**src/rtl/branch_predictor.sv**
```systemverilog
// Direct-mapped branch target buffer with 2-bit saturating direction counters.
// Lookup is combinational from pc; updates from EX commit on the rising edge.
module branch_predictor #(
   parameter int unsigned INDEX_BITS = 5,
   parameter int unsigned TAG_BITS   = 25
) (
   input  logic        clk,
   input  logic        reset,
   input  logic [31:0] pc,
   output logic        pred_taken,
   output logic [31:0] pred_target,
   input  logic        update_valid,
   input  logic [31:0] update_pc,
   input  logic        update_taken,
   input  logic [31:0] update_target,
   input  logic        update_mispredict,
   output logic [31:0] mispredict_count
);

   localparam int unsigned ENTRIES = 1 << INDEX_BITS;
   localparam int unsigned IDX_LSB = 2;
   localparam int unsigned TAG_LSB = INDEX_BITS + 2;

   localparam logic [1:0] CTR_SNT = 2'b00;
   localparam logic [1:0] CTR_WNT = 2'b01;
   localparam logic [1:0] CTR_WT  = 2'b10;
   localparam logic [1:0] CTR_ST  = 2'b11;

   logic                valid_q  [ENTRIES];
   logic [TAG_BITS-1:0] tag_q    [ENTRIES];
   logic [31:0]         target_q [ENTRIES];
   logic [1:0]          ctr_q    [ENTRIES];

   logic [31:0] mispredict_q;
   logic [31:0] mispredict_d;

   logic [INDEX_BITS-1:0] lk_idx;
   logic [TAG_BITS-1:0]   lk_tag;
   logic                  lk_hit;

   logic [INDEX_BITS-1:0] up_idx;
   logic [TAG_BITS-1:0]   up_tag;
   logic                  up_hit;

   logic                  entry_we;
   logic                  entry_valid_d;
   logic [TAG_BITS-1:0]   entry_tag_d;
   logic [31:0]           entry_target_d;
   logic [1:0]            entry_ctr_d;

   // Fetch-side lookup; reads pre-update state so same-cycle updates show next cycle.
   always_comb begin
      lk_idx      = INDEX_BITS'(pc[INDEX_BITS+1:IDX_LSB]);
      lk_tag      = TAG_BITS'(pc[31:TAG_LSB]);
      lk_hit      = valid_q[lk_idx] && (tag_q[lk_idx] == lk_tag);
      pred_taken  = lk_hit && ctr_q[lk_idx][1];
      pred_target = pred_taken ? target_q[lk_idx] : (pc + 32'd4);
   end

   // Next value of the single entry touched by an EX update.
   always_comb begin
      up_idx         = INDEX_BITS'(update_pc[INDEX_BITS+1:IDX_LSB]);
      up_tag         = TAG_BITS'(update_pc[31:TAG_LSB]);
      up_hit         = valid_q[up_idx] && (tag_q[up_idx] == up_tag);
      entry_we       = 1'b0;
      entry_valid_d  = valid_q[up_idx];
      entry_tag_d    = tag_q[up_idx];
      entry_target_d = target_q[up_idx];
      entry_ctr_d    = ctr_q[up_idx];
      if (update_valid) begin
         if (up_hit) begin
            entry_we = 1'b1;
            if (update_taken) begin
               entry_target_d = update_target;
               if (ctr_q[up_idx] != CTR_ST) begin
                  entry_ctr_d = ctr_q[up_idx] + 2'd1;
               end
            end else if (ctr_q[up_idx] != CTR_SNT) begin
               entry_ctr_d = ctr_q[up_idx] - 2'd1;
            end
         end else if (update_taken) begin
            // Not-taken misses are never allocated, so only taken misses replace.
            entry_we       = 1'b1;
            entry_valid_d  = 1'b1;
            entry_tag_d    = up_tag;
            entry_target_d = update_target;
            entry_ctr_d    = CTR_WT;
         end
      end
   end

   always_comb begin
      mispredict_d = mispredict_q;
      if (update_valid && update_mispredict) begin
         mispredict_d = mispredict_q + 32'd1;
      end
   end

   // Table and counter state; synchronous reset wins over a coincident update.
   always_ff @(posedge clk) begin
      if (!reset) begin
         for (int unsigned i = 0; i < ENTRIES; i++) begin
            valid_q[i]  <= 1'b0;
            tag_q[i]    <= '0;
            target_q[i] <= '0;
            ctr_q[i]    <= CTR_WNT;
         end
         mispredict_q <= '0;
      end else begin
         if (entry_we) begin
            valid_q[up_idx]  <= entry_valid_d;
            tag_q[up_idx]    <= entry_tag_d;
            target_q[up_idx] <= entry_target_d;
            ctr_q[up_idx]    <= entry_ctr_d;
         end
         mispredict_q <= mispredict_d;
      end
   end

   assign mispredict_count = mispredict_q;

endmodule
```
**config.mk**
```make
export PLATFORM = sky130hd
export DESIGN_NAME = branch_predictor
export DESIGN_NICKNAME = d
export VERILOG_FILES = /design/src/rtl/branch_predictor.sv
export SDC_FILE = /design/constraint.sdc
export NUM_CORES = 2
export LEC_CHECK = 0
export ABC_AREA = 1
export CAP_MARGIN = 15
export CORE_MARGIN = 10
export CORE_UTILIZATION = 40
export DETAILED_ROUTE_END_ITERATION = 10
export SLEW_MARGIN = 10
export SYNTH_ARGS = -nofsm -noshare
export SYNTH_HDL_FRONTEND = slang
export SYNTH_SLANG_ARGS = --single-unit
```
**constraint.sdc**
```tcl
create_clock -name clk -period 9.1 [get_ports clk]
set_input_delay 2.73 -clock clk [delete_from_list [all_inputs] [get_ports clk]]
set_output_delay 2.73 -clock clk [all_outputs]
set_load 0.03 [all_outputs]
```
# Word level (Yosys, flattened, before mapping)
# Memories as Yosys holds them, arrays and structs flattened.
# Cells that the tools add are included.
word_totals:
  in_bits: 101
  regBits: 32
  ram_bits: 1920
  mem_count: 4
  word_cells: 58
op_classes:
  n_addsub: 4
  n_mux: 34
  eq_ne: 5
  n_reduce_logical: 10
mem_list:
  columns: ["memory", "depth", "width", "read_ports", "rd_ports_with_merged_regs", "wr", "line_no", "rtl"]
  rows:
  - ["target_q", 32, 32, 1, 0, 32, "31", "logic [31:0] target_q [ENTRIES];"]
  - ["tag_q", 32, 25, 2, 0, 32, "30", "logic [TAG_BITS-1:0] tag_q [ENTRIES];"]
  - ["ctr_q", 32, 2, 2, 0, 32, "32", "logic [1:0] ctr_q [ENTRIES];"]
  - ["valid_q", 32, 1, 2, 0, 32, "29", "logic valid_q [ENTRIES];"]
op_table:
  columns: ["op", "n"]
  rows:
  - ["two-way mux 32 bit", 4]
  - ["two-way mux 25 bit", 4]
  - ["== test 25 bit", 2]
  - ["adder 32 x 1 -> 32 bit (second input constant)", 1]
  - ["adder 32 x 3 -> 32 bit (second input constant)", 1]
  - ["OR reduction 32 bit", 1]
  - ["OR reduction 25 bit", 1]
  - ["two-way mux 5 bit", 4]
  - ["two-way mux 1 bit", 15]
  - ["two-way mux 2 bit", 7]
  - ["logical AND 1 bit", 4]
  - ["!= test 2 bit (second input constant)", 2]
  - ["AND reduction 3 bit", 1]
  - ["adder 2 x 1 -> 2 bit (second input constant)", 1]
  - ["nonzero test 2 bit", 1]
  - ["OR reduction 2 bit", 1]
  - ["subtractor 2 x 1 -> 2 bit (second input constant)", 1]
  - ["!= test 1 bit (second input constant)", 1]
  - ["OR reduction 1 bit", 1]

# Depth between registers and ports, before layout
# An unclocked memory read counts as a cell.
logic_depth:
  depth_word: 11
  mapped_depth: 24

# Worst setup path after synthesis
# Ideal clock, no wire load.
synth_timing:
  path_kind: "input to output"
  startpoint: "input port pc[3]"
  endpoint: "output port pred_target[16]"
  required_time_ps: 6370
  cell_stages: 18
  arrival_time_ps: 5276
  path_buffers: 5
  slack_ps: 1094
  path_cell_list: "buf_2 inv_1 buf_2 buf_2 buf_1 o22ai_1 a21oi_1 nand2_1 nand3_1 nand2_1 nor2_1 nand2_1 inv_1 nand2_1 nor2_1 nand2_1 clkbuf_1 o21ai_0"
synth_between:
  elab_chain_len: 5
  word_cells_on_any_way: 9
synth_lines:
  columns: ["element", "line_no", "rtl"]
  rows:
  - ["from (decl)", "9", "input logic [31:0] pc,"]
  - ["memory read (32 x 25 bit)", null, null]
  - ["== test 25 bit", "55", "lk_hit = valid_q[lk_idx] && (tag_q[lk_idx] == lk_tag);"]
  - ["logical AND 1 bit", "55", null]
  - ["logical AND 1 bit", "56", "pred_taken = lk_hit && ctr_q[lk_idx][1];"]
  - ["two-way mux 32 bit (*)", "57", "pred_target = pred_taken ? target_q[lk_idx] : (pc + 32'd4);"]
  - ["to (decl)", "11", "output logic [31:0] pred_target,"]
# Every way passes the cells marked *; elsewhere a longest branch is shown, timed or not.

# Worst setup path after layout
layout_timing:
  startpoint: "input port pc[5]"
  endpoint: "output port pred_target[8]"
# Same word-level chain as after synthesis.

==> results.yml <==
synth:
  synth_ff_type: "edfxtp_1"
  muxShareOfSynthArea_pct: 0
  synth_top_family_by_area: "simple AND/OR/NAND/NOR gates"
  synth-compound-area-share_pct: 10.7
  yosysWarnings: 0
  syn_inst: 11328
  postSynthAreaPerCell_um2: 8.86
  seq_area_frac_synth_pct: 57.8
  synth_top_cell_area_share_pct: 56.5
  synth_adder_area_share_pct: 0.0249
  synth_edf_count: 1888
  synth_nets: 11431
  yosys_register_bits: 1952
  synth_top_area_cell: "edfxtp_1"
  synthSimpleGateAreaFrac_pct: 25.0
  ys_types: 50
  syn_area_mm2: 0.100
  synthTopCellsByArea: "edfxtp_1 (57%), nand2_1 (10%), nor2_1 (8.6%)"
  synth_xor_area_share_pct: 0.271
  synthArstFlopShare_pct: 0
final_layout:
  final_cell_mix: "nand2_1 (2711), nor2_1 (2290), edfxtp_1 (1888), o21ai_0 (1120), nor2_2 (546)"
  nets: 11292
  stdcell_count: 14705
  final_common_cell: "nand2_1"
  synthToLayoutAreaGrowth_pct: 13.1
  drive_gt1_share_pct: 12.6
status:
  status: "complete, no violations"
timing:
  period_minus_slack_ps: 8960
  finalHoldViolCount: 0
  fmax_ghz: 0.112
  rsz0062_at_grt: "no"
  post-route-period-util_pct: 98.5
  slew-limit-headroom_pct: 19.8
  tns_ps: 0
  worst_slack_ps: 141
  tightest_slew_ps: 1200
  fin_worst_skew_ps: 39.6
  maxSlewViolCount: 0
  setup-violations-final: 0
placement:
  io_buffers: 163
  place_ws_ps: -83.8
  place_congestion: 0.940
  place_inst: 14299
  hpwlAfterDp_mm: 234
pwr:
  power_density_mw_per_mm2: 190
  ir_drop_uv: 170
  p_leak_nw: 42.7
  total_power_mw: 21.6
critical_path:
  r2r_end: "tag_q[27][18]$_SDFFCE_PN0P_"
  startpoint: "pc[5]"
  max_stage_delay_ps: 560
  worstPathCellList: "clkdlybuf4s50_1 > nand2_1 > inv_6 > nand3_1 > nand2_1 > a21oi_1 > nand2_1 > nand3_1 > nand2_1 > nor2_1 > nand2_1 > nor2_1 > nand2_1 > nor2_4 > buf_12 > o21ai_0 > buf_12"
  r2r_setup_slack_ps: 4850
  cp-end-kind: "primary output"
  cp_common_cell: "nand2_1"
  startpoint_type: "input port"
  critPathKind: "input port to primary output"
  required_ps: 6370
  arrival_ps: 6230
  critPathMaxFanout: 30
  ff2ff_path_depth: 19
  regToRegStartpoint: "tag_q[15][6]$_SDFFCE_PN0P_"
  crit_slowest_cell: "o21ai_0"
die:
  io_pins: 166
  die_h_um: 521
  core_area_mm2: 0.249
  die_w_um: 521
  die-area_mm2: 0.271
  rows: 183
  initial_core_util_pct: 40.3
grt:
  antenna_found_initial: 10
  grt_first_pass_wirelength_mm: 548
  overflow: 0
  grt_max_degree: 145
  grt_pass1_vias: 79299
  track_usage_pct: 27.1
drt:
  vias: 84964
  final_antenna_net_count: 0
  post-route-drc-count: 0
  drtIter0Drc: 12132
  totalWireLength_mm: 384
  vias_per_cell: 5.78
  wl_per_cell_um: 26.1
  dr.pass1.iters: 8
min_path:
  min_path_type: "flop to flop"
  min_path_cells: 2
  hp-start: "valid_q[20]$_DFF_P_"
  hold_path_end: "valid_q[20]$_DFF_P_"
job:
  cap_violations: 0
clock_tree:
  cts.sinks: 1952
  clk-insertion-delay-late_ps: 900
  cts-root-buf: "clkbuf_16"
  cts_max_level: 4
  cts_setup_buffers: 0
  cts_tree: "yes"
  cts.reportedPaths.clkPinSlew_ps: 60
  cts_buffers: 211
  clk_path_buf_depth: 3
==> timing repair <==
action,in CTS,in global routing
gates resized for setup,3,9
cloned,0,0
setup endpoints to repair,2,15
pin swaps,0,0
hold buffers,0,0
==> logic make-up (layout without fill, tap and decap cells) <==
kind of cell	count (synthesis)	in the layout
compound gates	1967	1967
xor+xnor	31	31
fa+ha+maj	2	2
buf+inv	1385	1424
flops	1952	1952
other cells	0	8
simple gates	5991	5991
==> synth_stat cells (all sizes together) (77+ instances only) <==
cell type and count:
a21oi 318, buf 349, clkbuf 581, edfxtp 1888, inv 453, nand2 2755
nand3 243, nand4 83, nor2 2841, o211ai 77, o21ai 1167, o22ai 299
==> worst max-delay path by stage <==
stage	end	slack [ps]
floorplan	pred_target[16]	1090
global placement	pred_target[6]	-130
detailed placement	pred_target[6]	-80
CTS	pred_target[30]	40
global route	pred_target[4]	6
finish	pred_target[8]	140
==> final cells by class <==
cell class | instances | area, um^2
Inverter | 455 | 1750
Clock buffer | 259 | 5500
Timing Repair Buffer | 578 | 6260
Sequential cell | 1952 | 58000
Antenna cell | 8 | 20.0
Clock inverter | 132 | 1310
Multi-Input combinational cell | 7991 | 36500
Fill cell | 23738 | 136000
Tap cell | 3330 | 4170
==> registers in the layout, summed over array words and instances (netlist names) <==
name	cells
target_q	1024
tag_q	800
ctr_q	64
mispredict_count	32
valid_q	32
==> where the power goes <==
group / total (mW) / internal (mW) / switching, mW / leakage, nW
registers: 10.3 / 10.2 / 0.123 / 19.1
logic: 2.68 / 0.668 / 2.01 / 20.4
clock network: 8.57 / 4.80 / 3.78 / 3.30
==> stage by stage <==
stage | utilization [%] | hold WS (ps) | cell area, um^2
after detailed placement | 42.7 | 449 | 106000
final | 45.5 | 466 | 113000
after CTS | 45.5 | 458 | 113000
after global placement | 42.7 | 446 | 106000
after floorplan | - | 432 | 100000
after global routing | 45.5 | 480 | 113000
==> routing by layer <==
layer / global-route usage, % / vias to the layer above / routed length [um]
met2: 41.3 / 5299 / 168000
met3: 7.45 / 867 / 50100
met1: 36.4 / 41256 / 148000
li1: - / 37538 / -
met5: 0 / - / 27
met4: 10.9 / 4 / 17500
==> critical path: cells and delay by family <==
kind,cells,cell delay [ps]
buffers and inverters,4,1160
AND/OR/NAND/NOR,11,1670
AO/OA/AOI/OAI,2,620
Note: power is estimated with default switching activity, not from simulation.
